[src/rtl/aq_cp0_lpmd_seq_if.sv]
// Core-side signal bundle for the low-power-mode sequencer.
// The sequencer uses the slave modport; the core/PMU side uses master.
interface aq_cp0_lpmd_seq_if;
    // Drain handshake: drain_req stays high for the whole of DRAIN. The three
    // acks are levels, and the drain counts as done only in a cycle where all
    // three are high together while drain_req is high. Acks seen in separate
    // cycles are never accumulated.
    logic       wfi_req;
    logic       pmu_sleep_req;
    logic       ifu_no_op;
    logic       lsu_sync_ack;
    logic       mmu_no_op;
    logic       wake_evt;
    logic       rtu_flush;
    logic       dbg_on;
    logic [3:0] wake_dly;

    logic       drain_req;
    logic [1:0] lpmd_b;
    logic       clk_en;
    logic       lpmd_stall;
    logic       lpmd_cmplt;
    logic       pmu_sleep_ack;
    logic [2:0] seq_state;

    modport slave (
        input  wfi_req, pmu_sleep_req, ifu_no_op, lsu_sync_ack, mmu_no_op,
        input  wake_evt, rtu_flush, dbg_on, wake_dly,
        output drain_req, lpmd_b, clk_en, lpmd_stall, lpmd_cmplt,
        output pmu_sleep_ack, seq_state
    );

    modport master (
        output wfi_req, pmu_sleep_req, ifu_no_op, lsu_sync_ack, mmu_no_op,
        output wake_evt, rtu_flush, dbg_on, wake_dly,
        input  drain_req, lpmd_b, clk_en, lpmd_stall, lpmd_cmplt,
        input  pmu_sleep_ack, seq_state
    );
endinterface

[src/rtl/aq_cp0_lpmd_seq.sv]
// CP0 low-power-mode sequencer: drain, sleep, clock restart and retire of WFI/deep-sleep.
// Deep-sleep support (pmu_sleep_req, lpmd_b=01) is built only with LPMD_DEEP_SLEEP_EN.
module aq_cp0_lpmd_seq (
    input  logic             lpmd_clk,
    input  logic             cpurst_b,
    aq_cp0_lpmd_seq_if.slave bus
);

    typedef enum logic [2:0] {
        ST_IDLE  = 3'b000,
        ST_DRAIN = 3'b001,
        ST_SLEEP = 3'b010,
        ST_WAKE  = 3'b011,
        ST_CMPLT = 3'b100
    } state_t;

    state_t     state_q, state_d;
    logic       mode_deep_q, mode_deep_d;
    logic [3:0] cnt_q, cnt_d;
    logic [1:0] lpmd_b_q, lpmd_b_d;
    logic       clk_en_q, clk_en_d;
    logic       drain_req_q, drain_req_d;
    logic       cmplt_q, cmplt_d;
    logic       sleep_ack_q, sleep_ack_d;
    logic       stall;

    logic       deep_req;
    logic       all_ack;
    logic       drain_abort;
    logic       wake_go;

`ifdef LPMD_DEEP_SLEEP_EN
    assign deep_req = bus.pmu_sleep_req;
`else
    logic unused_pmu_sleep_req;
    assign unused_pmu_sleep_req = bus.pmu_sleep_req;
    assign deep_req             = 1'b0;
`endif

    assign all_ack     = bus.ifu_no_op & bus.lsu_sync_ack & bus.mmu_no_op;
    assign drain_abort = bus.rtu_flush | bus.dbg_on;
    assign wake_go     = bus.wake_evt | bus.dbg_on;

    always_ff @(posedge lpmd_clk or negedge cpurst_b) begin
        if (!cpurst_b) begin
            state_q     <= ST_IDLE;
            mode_deep_q <= 1'b0;
            cnt_q       <= 4'd0;
            lpmd_b_q    <= 2'b11;
            clk_en_q    <= 1'b1;
            drain_req_q <= 1'b0;
            cmplt_q     <= 1'b0;
            sleep_ack_q <= 1'b0;
        end else begin
            state_q     <= state_d;
            mode_deep_q <= mode_deep_d;
            cnt_q       <= cnt_d;
            lpmd_b_q    <= lpmd_b_d;
            clk_en_q    <= clk_en_d;
            drain_req_q <= drain_req_d;
            cmplt_q     <= cmplt_d;
            sleep_ack_q <= sleep_ack_d;
        end
    end

    always_comb begin
        state_d     = state_q;
        mode_deep_d = mode_deep_q;
        cnt_d       = cnt_q;
        case (state_q)
            ST_IDLE: begin
                if (bus.wfi_req | deep_req) begin
                    state_d     = ST_DRAIN;
                    mode_deep_d = deep_req;
                end
            end
            // Abort wins over a coincident drain completion; wake_evt is not looked at here.
            ST_DRAIN: begin
                if (drain_abort) begin
                    state_d = ST_IDLE;
                end else if (all_ack) begin
                    state_d = ST_SLEEP;
                end
            end
            ST_SLEEP: begin
                if (wake_go) begin
                    state_d = ST_WAKE;
                    cnt_d   = bus.wake_dly;
                end
            end
            ST_WAKE: begin
                if (cnt_q == 4'd0) begin
                    state_d = ST_CMPLT;
                end else begin
                    cnt_d = cnt_q - 4'd1;
                end
            end
            ST_CMPLT: state_d = ST_IDLE;
            default:  state_d = ST_IDLE;
        endcase
    end

    // Registered outputs are computed from the next state so they line up with state_q.
    always_comb begin
        clk_en_d    = (state_d != ST_SLEEP);
        drain_req_d = (state_d == ST_DRAIN);
        cmplt_d     = (state_d == ST_CMPLT);
        sleep_ack_d = (state_d == ST_SLEEP) & mode_deep_d;
        lpmd_b_d    = lpmd_b_q;
        if ((state_q == ST_DRAIN) && (state_d == ST_SLEEP)) begin
            lpmd_b_d = {1'b0, mode_deep_q};
        end else if (state_d != ST_SLEEP) begin
            lpmd_b_d = 2'b11;
        end
        stall = cpurst_b & (((state_q == ST_IDLE) & (bus.wfi_req | deep_req)) |
                            (state_q == ST_DRAIN) | (state_q == ST_SLEEP) |
                            (state_q == ST_WAKE));
    end

    assign bus.drain_req     = drain_req_q;
    assign bus.lpmd_b        = lpmd_b_q;
    assign bus.clk_en        = clk_en_q;
    assign bus.lpmd_stall    = stall;
    assign bus.lpmd_cmplt    = cmplt_q;
    assign bus.pmu_sleep_ack = sleep_ack_q;
    assign bus.seq_state     = state_q;

endmodule
[src/flat_wrapper.sv]
// flat-port wrapper written by rule: the top's interface ports become plain ports
module aq_cp0_lpmd_seq_flat 
  (lpmd_clk, cpurst_b, bus_wfi_req, bus_pmu_sleep_req, bus_ifu_no_op, bus_lsu_sync_ack, bus_mmu_no_op, bus_wake_evt, bus_rtu_flush, bus_dbg_on, bus_wake_dly, bus_drain_req, bus_lpmd_b, bus_clk_en, bus_lpmd_stall, bus_lpmd_cmplt, bus_pmu_sleep_ack, bus_seq_state);
  aq_cp0_lpmd_seq_if bus_i ();
  input  logic lpmd_clk;
  input  logic cpurst_b;
  input wire logic [$bits(bus_i.wfi_req)-1:0] bus_wfi_req;
  input wire logic [$bits(bus_i.pmu_sleep_req)-1:0] bus_pmu_sleep_req;
  input wire logic [$bits(bus_i.ifu_no_op)-1:0] bus_ifu_no_op;
  input wire logic [$bits(bus_i.lsu_sync_ack)-1:0] bus_lsu_sync_ack;
  input wire logic [$bits(bus_i.mmu_no_op)-1:0] bus_mmu_no_op;
  input wire logic [$bits(bus_i.wake_evt)-1:0] bus_wake_evt;
  input wire logic [$bits(bus_i.rtu_flush)-1:0] bus_rtu_flush;
  input wire logic [$bits(bus_i.dbg_on)-1:0] bus_dbg_on;
  input wire logic [$bits(bus_i.wake_dly)-1:0] bus_wake_dly;
  output wire logic [$bits(bus_i.drain_req)-1:0] bus_drain_req;
  output wire logic [$bits(bus_i.lpmd_b)-1:0] bus_lpmd_b;
  output wire logic [$bits(bus_i.clk_en)-1:0] bus_clk_en;
  output wire logic [$bits(bus_i.lpmd_stall)-1:0] bus_lpmd_stall;
  output wire logic [$bits(bus_i.lpmd_cmplt)-1:0] bus_lpmd_cmplt;
  output wire logic [$bits(bus_i.pmu_sleep_ack)-1:0] bus_pmu_sleep_ack;
  output wire logic [$bits(bus_i.seq_state)-1:0] bus_seq_state;
  assign bus_i.wfi_req = bus_wfi_req;
  assign bus_i.pmu_sleep_req = bus_pmu_sleep_req;
  assign bus_i.ifu_no_op = bus_ifu_no_op;
  assign bus_i.lsu_sync_ack = bus_lsu_sync_ack;
  assign bus_i.mmu_no_op = bus_mmu_no_op;
  assign bus_i.wake_evt = bus_wake_evt;
  assign bus_i.rtu_flush = bus_rtu_flush;
  assign bus_i.dbg_on = bus_dbg_on;
  assign bus_i.wake_dly = bus_wake_dly;
  assign bus_drain_req = bus_i.drain_req;
  assign bus_lpmd_b = bus_i.lpmd_b;
  assign bus_clk_en = bus_i.clk_en;
  assign bus_lpmd_stall = bus_i.lpmd_stall;
  assign bus_lpmd_cmplt = bus_i.lpmd_cmplt;
  assign bus_pmu_sleep_ack = bus_i.pmu_sleep_ack;
  assign bus_seq_state = bus_i.seq_state;
  aq_cp0_lpmd_seq u_core (.lpmd_clk(lpmd_clk), .cpurst_b(cpurst_b), .bus(bus_i));
endmodule
[config.mk]
export PLATFORM = sky130hd
export DESIGN_NAME = aq_cp0_lpmd_seq_flat
export DESIGN_NICKNAME = d
export VERILOG_FILES = /design/src/rtl/aq_cp0_lpmd_seq_if.sv /design/src/rtl/aq_cp0_lpmd_seq.sv /design/src/flat_wrapper.sv
export SDC_FILE = /design/constraint.sdc
export NUM_CORES = 1
export LEC_CHECK = 0
export ABC_AREA = 1
export CORE_UTILIZATION = 43
export DETAILED_ROUTE_END_ITERATION = 6
export PLACE_DENSITY = 0.76
export SETUP_SLACK_MARGIN = 0.4
export SYNTH_ARGS = -nofsm -noshare
export SYNTH_HDL_FRONTEND = slang
export SYNTH_SLANG_ARGS = --single-unit
[constraint.sdc]
create_clock -name lpmd_clk -period 1.44 [get_ports lpmd_clk]
set_input_delay 0.288 -clock lpmd_clk [delete_from_list [all_inputs] [get_ports lpmd_clk]]
set_output_delay 0.288 -clock lpmd_clk [all_outputs]
set_load 0.02 [all_outputs]
======== Word level (Yosys, flattened, before mapping) ========
Index checks and enable logic that the tools add are counted.
word-level totals
  bits in latches ......................... 0
  output and inout bits ................... 10
  flip-flop bits (word level) ............. 14
  word-level logic and storage cells ...... 47
  bits of input ports ..................... 14
  memories ................................ 0
  memory bits (writable) .................. 0
  memory bits (read-only) ................. 0
operators by class
  reduce and logical (&&, ||, !) cells .... 6
  add/sub/neg operators ................... 1
  shifts and indexed selects .............. 0
  equality and inequality tests ........... 9
  bitwise logic cells ..................... 10
  multiplexer cells ....................... 13
  multiply operators ...................... 0
  order comparisons ....................... 0
  div/mod/pow operators ................... 0
operator list
  cell                                                  number
  2-to-1 mux 3 bit                                      5
  one-hot mux 3 bit (4 select lines)                    1
  equality test 3 x 2 -> 1 bit (second input constant)  3
  2-to-1 mux 4 bit                                      2
  one-hot mux 4 bit (2 select lines)                    1
  equality test 3 x 1 -> 1 bit (second input constant)  2
  bitwise AND 1 bit                                     5
  bitwise OR 1 bit                                      5
  zero test 4 bit                                       1
  2-to-1 mux 2 bit                                      2
  nonzero test 2 bit                                    2
  subtractor 4 x 1 -> 4 bit (second input constant)     1
  equality test 3 bit (second input constant)           1
  zero test 3 bit                                       1
  != test 3 x 2 -> 1 bit (second input constant)        1
  AND reduction 3 bit                                   1
  2-to-1 mux 1 bit                                      2
  != test 2 x 1 -> 1 bit (second input constant)        1
  != test 2 bit (second input constant)                 1
  logical AND 1 bit                                     1

======== Longest topological paths before layout ========
Gate-level depths: netlist of run 1.
  word-level depth ........................ 8
  mapped depth ............................ 8
  depth with buffers taken out ............ 8

======== Worst setup path after synthesis of run 1 ========
No wires, ideal clock.
  path kind ............................... register -> output
  start ................................... reg u_core.state_q[1] (netlist: u_core.bus.seq_state[1])
  end ..................................... out bus_lpmd_stall
  buffers on the path ..................... 0
  cell stages (with the launch flop) ...... 5
  data required time ...................... 1152 ps
  data arrival time ....................... 1215 ps
  setup slack ............................. -63 ps
  path through ............................ dfrtp_1 inv_1 nor2_4 inv_1 a31oi_1
on the way
  word-level cells in the longest chain between the ends .. 6
  elaborated cells between the ends (all ways) .. 9
  those cells by class .................... 3 x eq/ne; 5 x bitwise; 1 x reduce/logical
ends and longest elaborated chain
  item                    RTL line                text
  from (decl)             aq_cp0_lpmd_seq.sv:17   state_t state_q, state_d;
  from (signal assigned)  aq_cp0_lpmd_seq.sv:55   state_q <= state_d;
  zero test 3 bit         aq_cp0_lpmd_seq.sv:115  stall = cpurst_b & (((state_q == ST_IDLE) & (bus.wfi_req | deep_req)) |
  bitwise AND 1 bit       aq_cp0_lpmd_seq.sv:115
  bitwise OR 1 bit        aq_cp0_lpmd_seq.sv:115
  bitwise OR 1 bit        aq_cp0_lpmd_seq.sv:116  (state_q == ST_DRAIN) | (state_q == ST_SLEEP) |
  bitwise OR 1 bit *      aq_cp0_lpmd_seq.sv:116
  bitwise AND 1 bit *     aq_cp0_lpmd_seq.sv:115
  to (decl)               flat_wrapper.sv:19      output wire logic [$bits(bus_i.lpmd_stall)-1:0] bus_lpmd_stall;
Every way passes the cells marked *; elsewhere a longest branch is shown, timed or not.

======== Worst setup path in the final report of run 1 ========
  start ................................... reg u_core.state_q[2] (netlist: u_core.bus.seq_state[2])
  end ..................................... out bus_lpmd_stall
The elaborated chain is that of the path after synthesis.

==> results of run 1 <==
-- stage by stage --
step	setup WS, ns	hold WS (ns)	power (mW)	instances	utilization, %
final	-0.1520	0.3354	2.765	147	88.34
after global routing	-0.1876	0.3557	2.893	147	88.34
after CTS	-0.1480	0.3481	2.502	146	83.66
after detailed placement	-0.5245	0.4766	1.839	133	70.61
after global placement	-0.4975	0.4758	1.805	133	70.61
after floorplan	0.1825	-0.007591	1.358	85	-
-- layout make-up --
| class | instances | area [µm²] | share of cell area (%) |
|---|---|---|---|
| timing repair buffer | 42 | 414.1 | 30.76 |
| clock buffer | 4 | 36.28 | 2.695 |
| inverter | 15 | 61.31 | 4.554 |
| multi-input combinational | 56 | 456.7 | 33.92 |
| sequential | 14 | 357.8 | 26.58 |
| tap | 16 | 20.02 | 1.487 |
-- path summary, 6_finish.rpt --
path | end | from | slack [ns] | depth (start not counted)
max in group asynchronous | u_core.bus.lpmd_b[1] | cpurst_b | 0.86 | 2
setup reg to reg | u_core.bus.lpmd_b[1] | u_core.bus.seq_state[2] | 0 | 8
min in group lpmd_clk | u_core.bus.lpmd_b[0] | u_core.bus.lpmd_b[0] | 0.50 | 2
setup / recovery | bus_lpmd_stall | u_core.bus.seq_state[2] | -0.15 | 4
hold reg to reg | u_core.bus.lpmd_b[0] | u_core.bus.lpmd_b[0] | 0.50 | 2
hold / removal | u_core.bus.seq_state[2] | cpurst_b | 0.34 | 2
-- flip-flops by register name, summed over array words and instances, names as in the netlist --
register and flops:
u_core.cnt_q 4, u_core.bus.seq_state 3, u_core.bus.lpmd_b 2, u_core.bus.clk_en 1
u_core.bus.drain_req 1, u_core.bus.lpmd_cmplt 1, u_core.bus.pmu_sleep_ack 1, u_core.mode_deep_q 1
-- routing by layer --
metal / up-vias / wire (µm) / GRT usage, %
li1: 357 / - / -
met2: 26 / 1316 / 42.42
met3: 2 / 96 / 4.681
met1: 368 / 983 / 30.35
met4: 0 / 19 / 16.25
met5: - / 0 / 0
-- cells by family (layout without fill, tap and decap cells) --
kind of cell | Yosys count | count (layout) | synth area share [%]
AND/OR/NAND/NOR | 46 | 46 | 33.92
buffers and inverters | 15 | 61 | 7.868
flip-flops | 14 | 14 | 49.48
AO/OA/AOI/OAI | 8 | 8 | 5.769
adder cells (fa/ha/maj) | 1 | 1 | 1.748
XOR/XNOR | 1 | 1 | 1.224
-- synth_stat cells (all sizes together) --
cell    n  area (µm²)
a31oi   1       6.260
dfrtp  11       275.3
dfstp   3       78.83
ha      1       12.51
inv    15       56.31
nand2  22       90.09
nand3   8       55.05
nand4   3       25.02
nor2   12       67.57
nor3    1       5.000
o21ai   7       35.03
xnor2   1       8.760
-- timing repair --
item	CTS	global route
setup buffers	9	1
resized for setup	74	21
pin swaps	16	9
setup endpoints to repair	22	24
cloned	0	0
-- power groups by stage --
stage	Sequential (mW)	Combinational (mW)	Clock, mW
floorplan	0.741	0.617	0
global placement	0.628	1.18	0
detailed placement	0.635	1.20	0
CTS	0.640	1.58	0.285
global route	0.655	1.93	0.303
finish	0.645	1.83	0.288
==> insert_results.sql, run 1 <==
INSERT INTO impl_metrics (metric_group, metric, value, unit) VALUES
('synth', 'post_synth.cell_area_avg', '8.420', 'µm²'),
('clock_tree', 'post_cts_hold_fix_bufs', '0', ''),
('cells_and_area', 'layout.filler_cells', '63', ''),
('setup_path', 'critical_path.slowest_cell', 'dfrtp_2', ''),
('floorplanning', 'die-area', '0.001831', 'mm²'),
('synth', 'synth_seq_area_share', '49.48', '%'),
('synth', 'synth_cell_types', '19', ''),
('timing', 'rsz_0062_raised_after_global_routing', 'true', ''),
('grt', 'grt_use_total', '25.71', '%'),
('power', 'share_seq_of_total_power', '23.3', '%'),
('timing', 'worstMarginPinSlew', '0.2759', 'ns'),
('power', 'power_leakage', '0.6462', 'nW'),
('floorplanning', 'start_util', '46.96', '%'),
('setup_path', 'slowest_delay', '0.47', 'ns'),
('power', 'switching_part_of_the_total', '43.42', '%'),
('grt', 'grt_max_degree', '15', ''),
('timing', 'min_period_over_period', '110.6', '%'),
('timing', 'timing.max_slew.rel_slack', '81.48', '%'),
('setup_path', 'crit_path_max_fanout', '4', ''),
('timing', 'setup_violations', '1', ''),
('routing', 'wire_per_inst', '16.43', 'µm'),
('min_path', 'holdCritPathClass', 'in2async', ''),
('grt', 'antenna_violations_before_repair', '0', ''),
('synth', 'postSynthCellCount', '85', ''),
('cells_and_area', 'layout_commonest_cell', 'buf_6', ''),
('run', 'maxCapViolations', '0', ''),
('cells_and_area', 'antenna-diode-count', '0', ''),
('setup_path', 'worst-setup-path-type', 'reg2out', ''),
('cells_and_area', 'stdcell_area', '0.001346', 'mm²'),
('cells_and_area', 'drive_gt1_share', '54.96', '%'),
('synth', 'post_synth_instance_area', '715.7', 'µm²'),
('setup_path', 'cp-start-kind', 'register', ''),
('timing', 'finalSetupTns', '-0.1520', 'ns'),
('clock_tree', 'clkLatencyLatePin', '0.28', 'ns'),
('power', 'clock_power_share', '10.4', '%'),
('cells_and_area', 'design.final.nets', '147', ''),
('timing', 'fin_crit', '1.592', 'ns'),
('routing', 'detail_route.drc_violations', '0', ''),
('setup_path', 'cp.required', '1.15', 'ns'),
('power', 'netSwitchingPower', '1.201', 'mW'),
('clock_tree', 'clock_root_buffer_master', 'clkbuf_4', ''),
('timing', 'finalHoldViolations', '0', ''),
('setup_path', 'crit_path_end_kind', 'output pin', ''),
('place', 'post-dp-hpwl', '1299', 'µm'),
('floorplanning', 'die_width', '42.80', 'µm'),
('timing', 'skew', '0.001411', 'ns'),
('power', 'peakVddDrop', '0.001649', 'V'),
('clock_tree', 'cts_tree', 'yes', ''),
('timing', 'maxSlewViolCount', '0', ''),
('clock_tree', 'clockBufferDepth', '2', ''),
('setup_path', 'critPathBufInv', '1', ''),
('setup_path', 'worstPathArrival', '1.30', 'ns'),
('place', 'dpl_cell_area', '0.001076', 'mm²'),
('timing', 'maxClockFrequency', '628.1', 'MHz'),
('floorplanning', 'rows', '14', ''),
('clock_tree', 'htreeDepth', '1', ''),
('run_status', 'status', 'complete, but fails checks', ''),
('routing', 'antenna_violating_nets_post_route', '0', ''),
('synth', 'ffs_latches_synth', '14', ''),
('run_status', 'violations', 'setup timing', ''),
('cells_and_area', 'leading_cell_types_in_the_layout_fill_and_taps_excluded', 'buf_6, nand2_1, clkdlybuf4s50_1, buf_4, inv_1', ''),
('clock_tree', 'tritoncts.num_buffers', '3', ''),
('power', 'p_int', '1.565', 'mW'),
('routing', 'routed_wirelength', '2415', 'µm'),
('routing', 'num_vias', '753', ''),
('grt', 'grt_first_pass_wirelength', '3408', 'µm'),
('cells_and_area', 'layout-area-overhead-vs-synth', '88.11', '%'),
('clock_tree', 'worst_setup_hold_path_clk_slew', '0.09', 'ns'),
('floorplanning', 'ios', '24', ''),
('synth', 'syn-num-nets', '100', ''),
('floorplanning', 'dieHeight', '42.80', 'µm'),
('setup_path', 'worst_path_dominant_cell_family', 'flip-flops', ''),
('clock_tree', 'tritoncts_num_sinks', '14', ''),
('routing', 'via_per_inst', '5.122', ''),
('power', 'power.combinational.fraction', '66.3', '%'),
('synth', 'yosysWarningCount', '0', ''),
('timing', 'fin_ws', '-0.1520', 'ns'),
('routing', 'dr.first_iter.drc_count', '15', ''),
('power', 'power.density_cell_area', '2054', 'mW/mm²'),
('setup_path', 'timing.critical_path.cells', 'nor2_4 > nand2_2 > a31oi_4 > buf_6', ''),
('floorplanning', 'core', '0.001524', 'mm²'),
('grt', 'via_count_of_the_first_global_routing_pass', '792', ''),
('routing', 'dr.pass1.iters', '4', ''),
('grt', 'grt_overflow_total', '0', ''),
('place', 'global_placer_s_final_weighted_congestion', '0.7839', ''),
('place', 'io_buffers', '22', '');
No activity file was read; power rests on OpenSTA's default activity.
==> run 2, diff against run 1 <==
Settings changed: SKIP_LAST_GASP from default to 1, SLEW_MARGIN from default to 10.
==> insert_results.sql, run 2 (synthesized netlist as in run 1, its figures left out) <==
INSERT INTO impl_metrics (metric_group, metric, value, unit) VALUES
('floorplanning', 'die_width', '42.80', 'µm'),
('cells_and_area', 'layout-area-overhead-vs-synth', '91.08', '%'),
('cells_and_area', 'antenna-diode-count', '0', ''),
('floorplanning', 'core', '0.001524', 'mm²'),
('run', 'maxCapViolations', '0', ''),
('setup_path', 'worst-setup-path-type', 'reg2out', ''),
('clock_tree', 'tritoncts_num_sinks', '14', ''),
('routing', 'dr.pass1.iters', '7', ''),
('routing', 'detail_route.drc_violations', '0', ''),
('clock_tree', 'clock_root_buffer_master', 'clkbuf_4', ''),
('setup_path', 'crit_path_end_kind', 'output pin', ''),
('floorplanning', 'die-area', '0.001831', 'mm²'),
('grt', 'grt_overflow_total', '0', ''),
('floorplanning', 'ios', '24', ''),
('timing', 'fin_ws', '-0.1616', 'ns'),
('grt', 'antenna_violations_before_repair', '0', ''),
('min_path', 'holdCritPathClass', 'in2async', ''),
('routing', 'via_per_inst', '5.507', ''),
('clock_tree', 'clockBufferDepth', '2', ''),
('cells_and_area', 'design.final.nets', '150', ''),
('timing', 'finalHoldViolations', '0', ''),
('power', 'power.density_cell_area', '2059', 'mW/mm²'),
('run_status', 'status', 'complete, but fails checks', ''),
('setup_path', 'cp.required', '1.15', 'ns'),
('setup_path', 'crit_path_max_fanout', '3', ''),
('setup_path', 'slowest_delay', '0.46', 'ns'),
('timing', 'min_period_over_period', '111.2', '%'),
('cells_and_area', 'leading_cell_types_in_the_layout_fill_and_taps_excluded', 'buf_6, nand2_1, buf_4, clkdlybuf4s50_1, inv_1', ''),
('place', 'post_place_setup_slack', '-0.5245', 'ns'),
('cells_and_area', 'registers.top_by_ff_count', 'u_core.cnt_q', ''),
('cells_and_area', 'layout_commonest_cell', 'buf_6', ''),
('cells_and_area', 'layout.filler_cells', '63', ''),
('cells_and_area', 'drive_gt1_share', '56.72', '%'),
('setup_path', 'worstPathArrival', '1.31', 'ns'),
('clock_tree', 'tritoncts.num_buffers', '3', ''),
('setup_path', 'critPathBufInv', '1', ''),
('clock_tree', 'cts_tree', 'yes', ''),
('timing', 'setup_violations', '3', ''),
('setup_path', 'critical_path.slowest_cell', 'dfrtp_2', ''),
('routing', 'wire_per_inst', '17.02', 'µm'),
('floorplanning', 'dieHeight', '42.80', 'µm'),
('grt', 'grt_use_total', '26.07', '%'),
('timing', 'fin_crit', '1.602', 'ns'),
('run_status', 'violations', 'setup timing', ''),
('grt', 'via_count_of_the_first_global_routing_pass', '792', ''),
('place', 'global_placer_s_final_weighted_congestion', '0.7839', ''),
('power', 'power_leakage', '0.6540', 'nW'),
('clock_tree', 'clkLatencyLatePin', '0.27', 'ns'),
('grt', 'grt_max_degree', '15', ''),
('timing', 'timing.max_slew.rel_slack', '79.31', '%'),
('place', 'io_buffers', '22', ''),
('clock_tree', 'worst_setup_hold_path_clk_slew', '0.09', 'ns'),
('floorplanning', 'start_util', '46.96', '%'),
('setup_path', 'timing.critical_path.cells', 'nor2_4 > nand2_2 > a31oi_4 > buf_6', ''),
('timing', 'worstMarginPinSlew', '0.3080', 'ns'),
('cells_and_area', 'stdcell_area', '0.001368', 'mm²'),
('timing', 'rsz_0062_raised_after_global_routing', 'true', ''),
('place', 'post-dp-hpwl', '1299', 'µm'),
('timing', 'maxSlewViolCount', '0', ''),
('routing', 'antenna_violating_nets_post_route', '0', ''),
('timing', 'maxClockFrequency', '624.4', 'MHz'),
('power', 'peakVddDrop', '0.001622', 'V'),
('timing', 'skew', '0.001353', 'ns'),
('clock_tree', 'post_cts_hold_fix_bufs', '0', ''),
('routing', 'num_vias', '826', ''),
('routing', 'routed_wirelength', '2553', 'µm'),
('setup_path', 'cp-start-kind', 'register', ''),
('cells_and_area', 'largest_register_ffs', '4', ''),
('setup_path', 'worst_path_dominant_cell_family', 'flip-flops', ''),
('cells_and_area', 'fin_util', '89.74', '%'),
('floorplanning', 'rows', '14', ''),
('place', 'dpl_cell_area', '0.001076', 'mm²'),
('grt', 'grt_first_pass_wirelength', '3443', 'µm'),
('clock_tree', 'htreeDepth', '1', ''),
('routing', 'dr.first_iter.drc_count', '23', '');
==> run 2: cell types whose count changed in the layout (fill, tap and decap cells not counted) <==
cell	change
nand2_4	-1
buf_6	+2
buf_4	+1
dlygate4sd2_1	-1
buf_2	+1
nand2_2	+1
==> run 2: power by group <==
part,switching (mW),internal [mW],total (mW)
clock,0.127,0.153,0.280
combinational,0.978,0.908,1.89
sequential,0.104,0.546,0.650
==> run 2: layout make-up <==
class                      count  area (µm²)  area share [%]
multi-input combinational     56       451.7           33.03
clock buffer                   4       36.28           2.653
inverter                      15       61.31           4.483
timing repair buffer          45       440.4           32.20
tap                           16       20.02           1.464
sequential                    14       357.8           26.17
==> run 2: timing repair <==
item,in CTS,in global routing
setup buffers,9,4
pin swaps,13,7
hold endpoints to repair,0,0
endpoints found under the setup margin,22,24
gates resized for setup,72,27
==> run 2: worst register-to-register path: stages (launching register included) <==
cell and delay (ns):
dfrtp_2 0.46, nor2_4 0.17, nand2_2 0.10, buf_4 0.14, buf_4 0.14, nor2_4 0.10, nand2_4 0.07, nand2_4 0.09
nand3_4 0.07, nor2_2 0.07
==> run 2: metrics by stage <==
| step | total power [mW] | setup TNS (ns) | hold WS (ns) | instances |
|---|---|---|---|---|
| after floorplan | 1.358 | 0 | -0.007591 | 85 |
| after global placement | 1.805 | -0.5509 | 0.4758 | 133 |
| after detailed placement | 1.839 | -0.5855 | 0.4766 | 133 |
| after CTS | 2.486 | -0.1623 | 0.3481 | 146 |
| after global routing | 2.955 | -0.4257 | 0.3484 | 150 |
| final | 2.816 | -0.2105 | 0.3456 | 150 |
==> run 2: metal layers <==
layer  vias up  GRT usage (%)  wire length, µm
li1        371              -                -
met1       408          30.08              984
met2        35          46.97             1330
met3        12          3.404              138
met4         0          11.88              100
met5         -              0                0
==> run 2: worst paths after layout <==
kind | startpoint | end | slack (ns) | cells past startpoint
max | u_core.bus.seq_state[1] | bus_lpmd_stall | -0.16 | 4
min reg2reg | u_core.bus.lpmd_b[0] | u_core.bus.lpmd_b[0] | 0.51 | 2
min | cpurst_b | u_core.bus.seq_state[2] | 0.35 | 2
max reg2reg | u_core.bus.seq_state[1] | u_core.bus.pmu_sleep_ack | -0.03 | 9
min in group lpmd_clk | u_core.bus.lpmd_b[0] | u_core.bus.lpmd_b[0] | 0.51 | 2
max in group asynchronous | cpurst_b | u_core.bus.lpmd_b[1] | 0.85 | 2
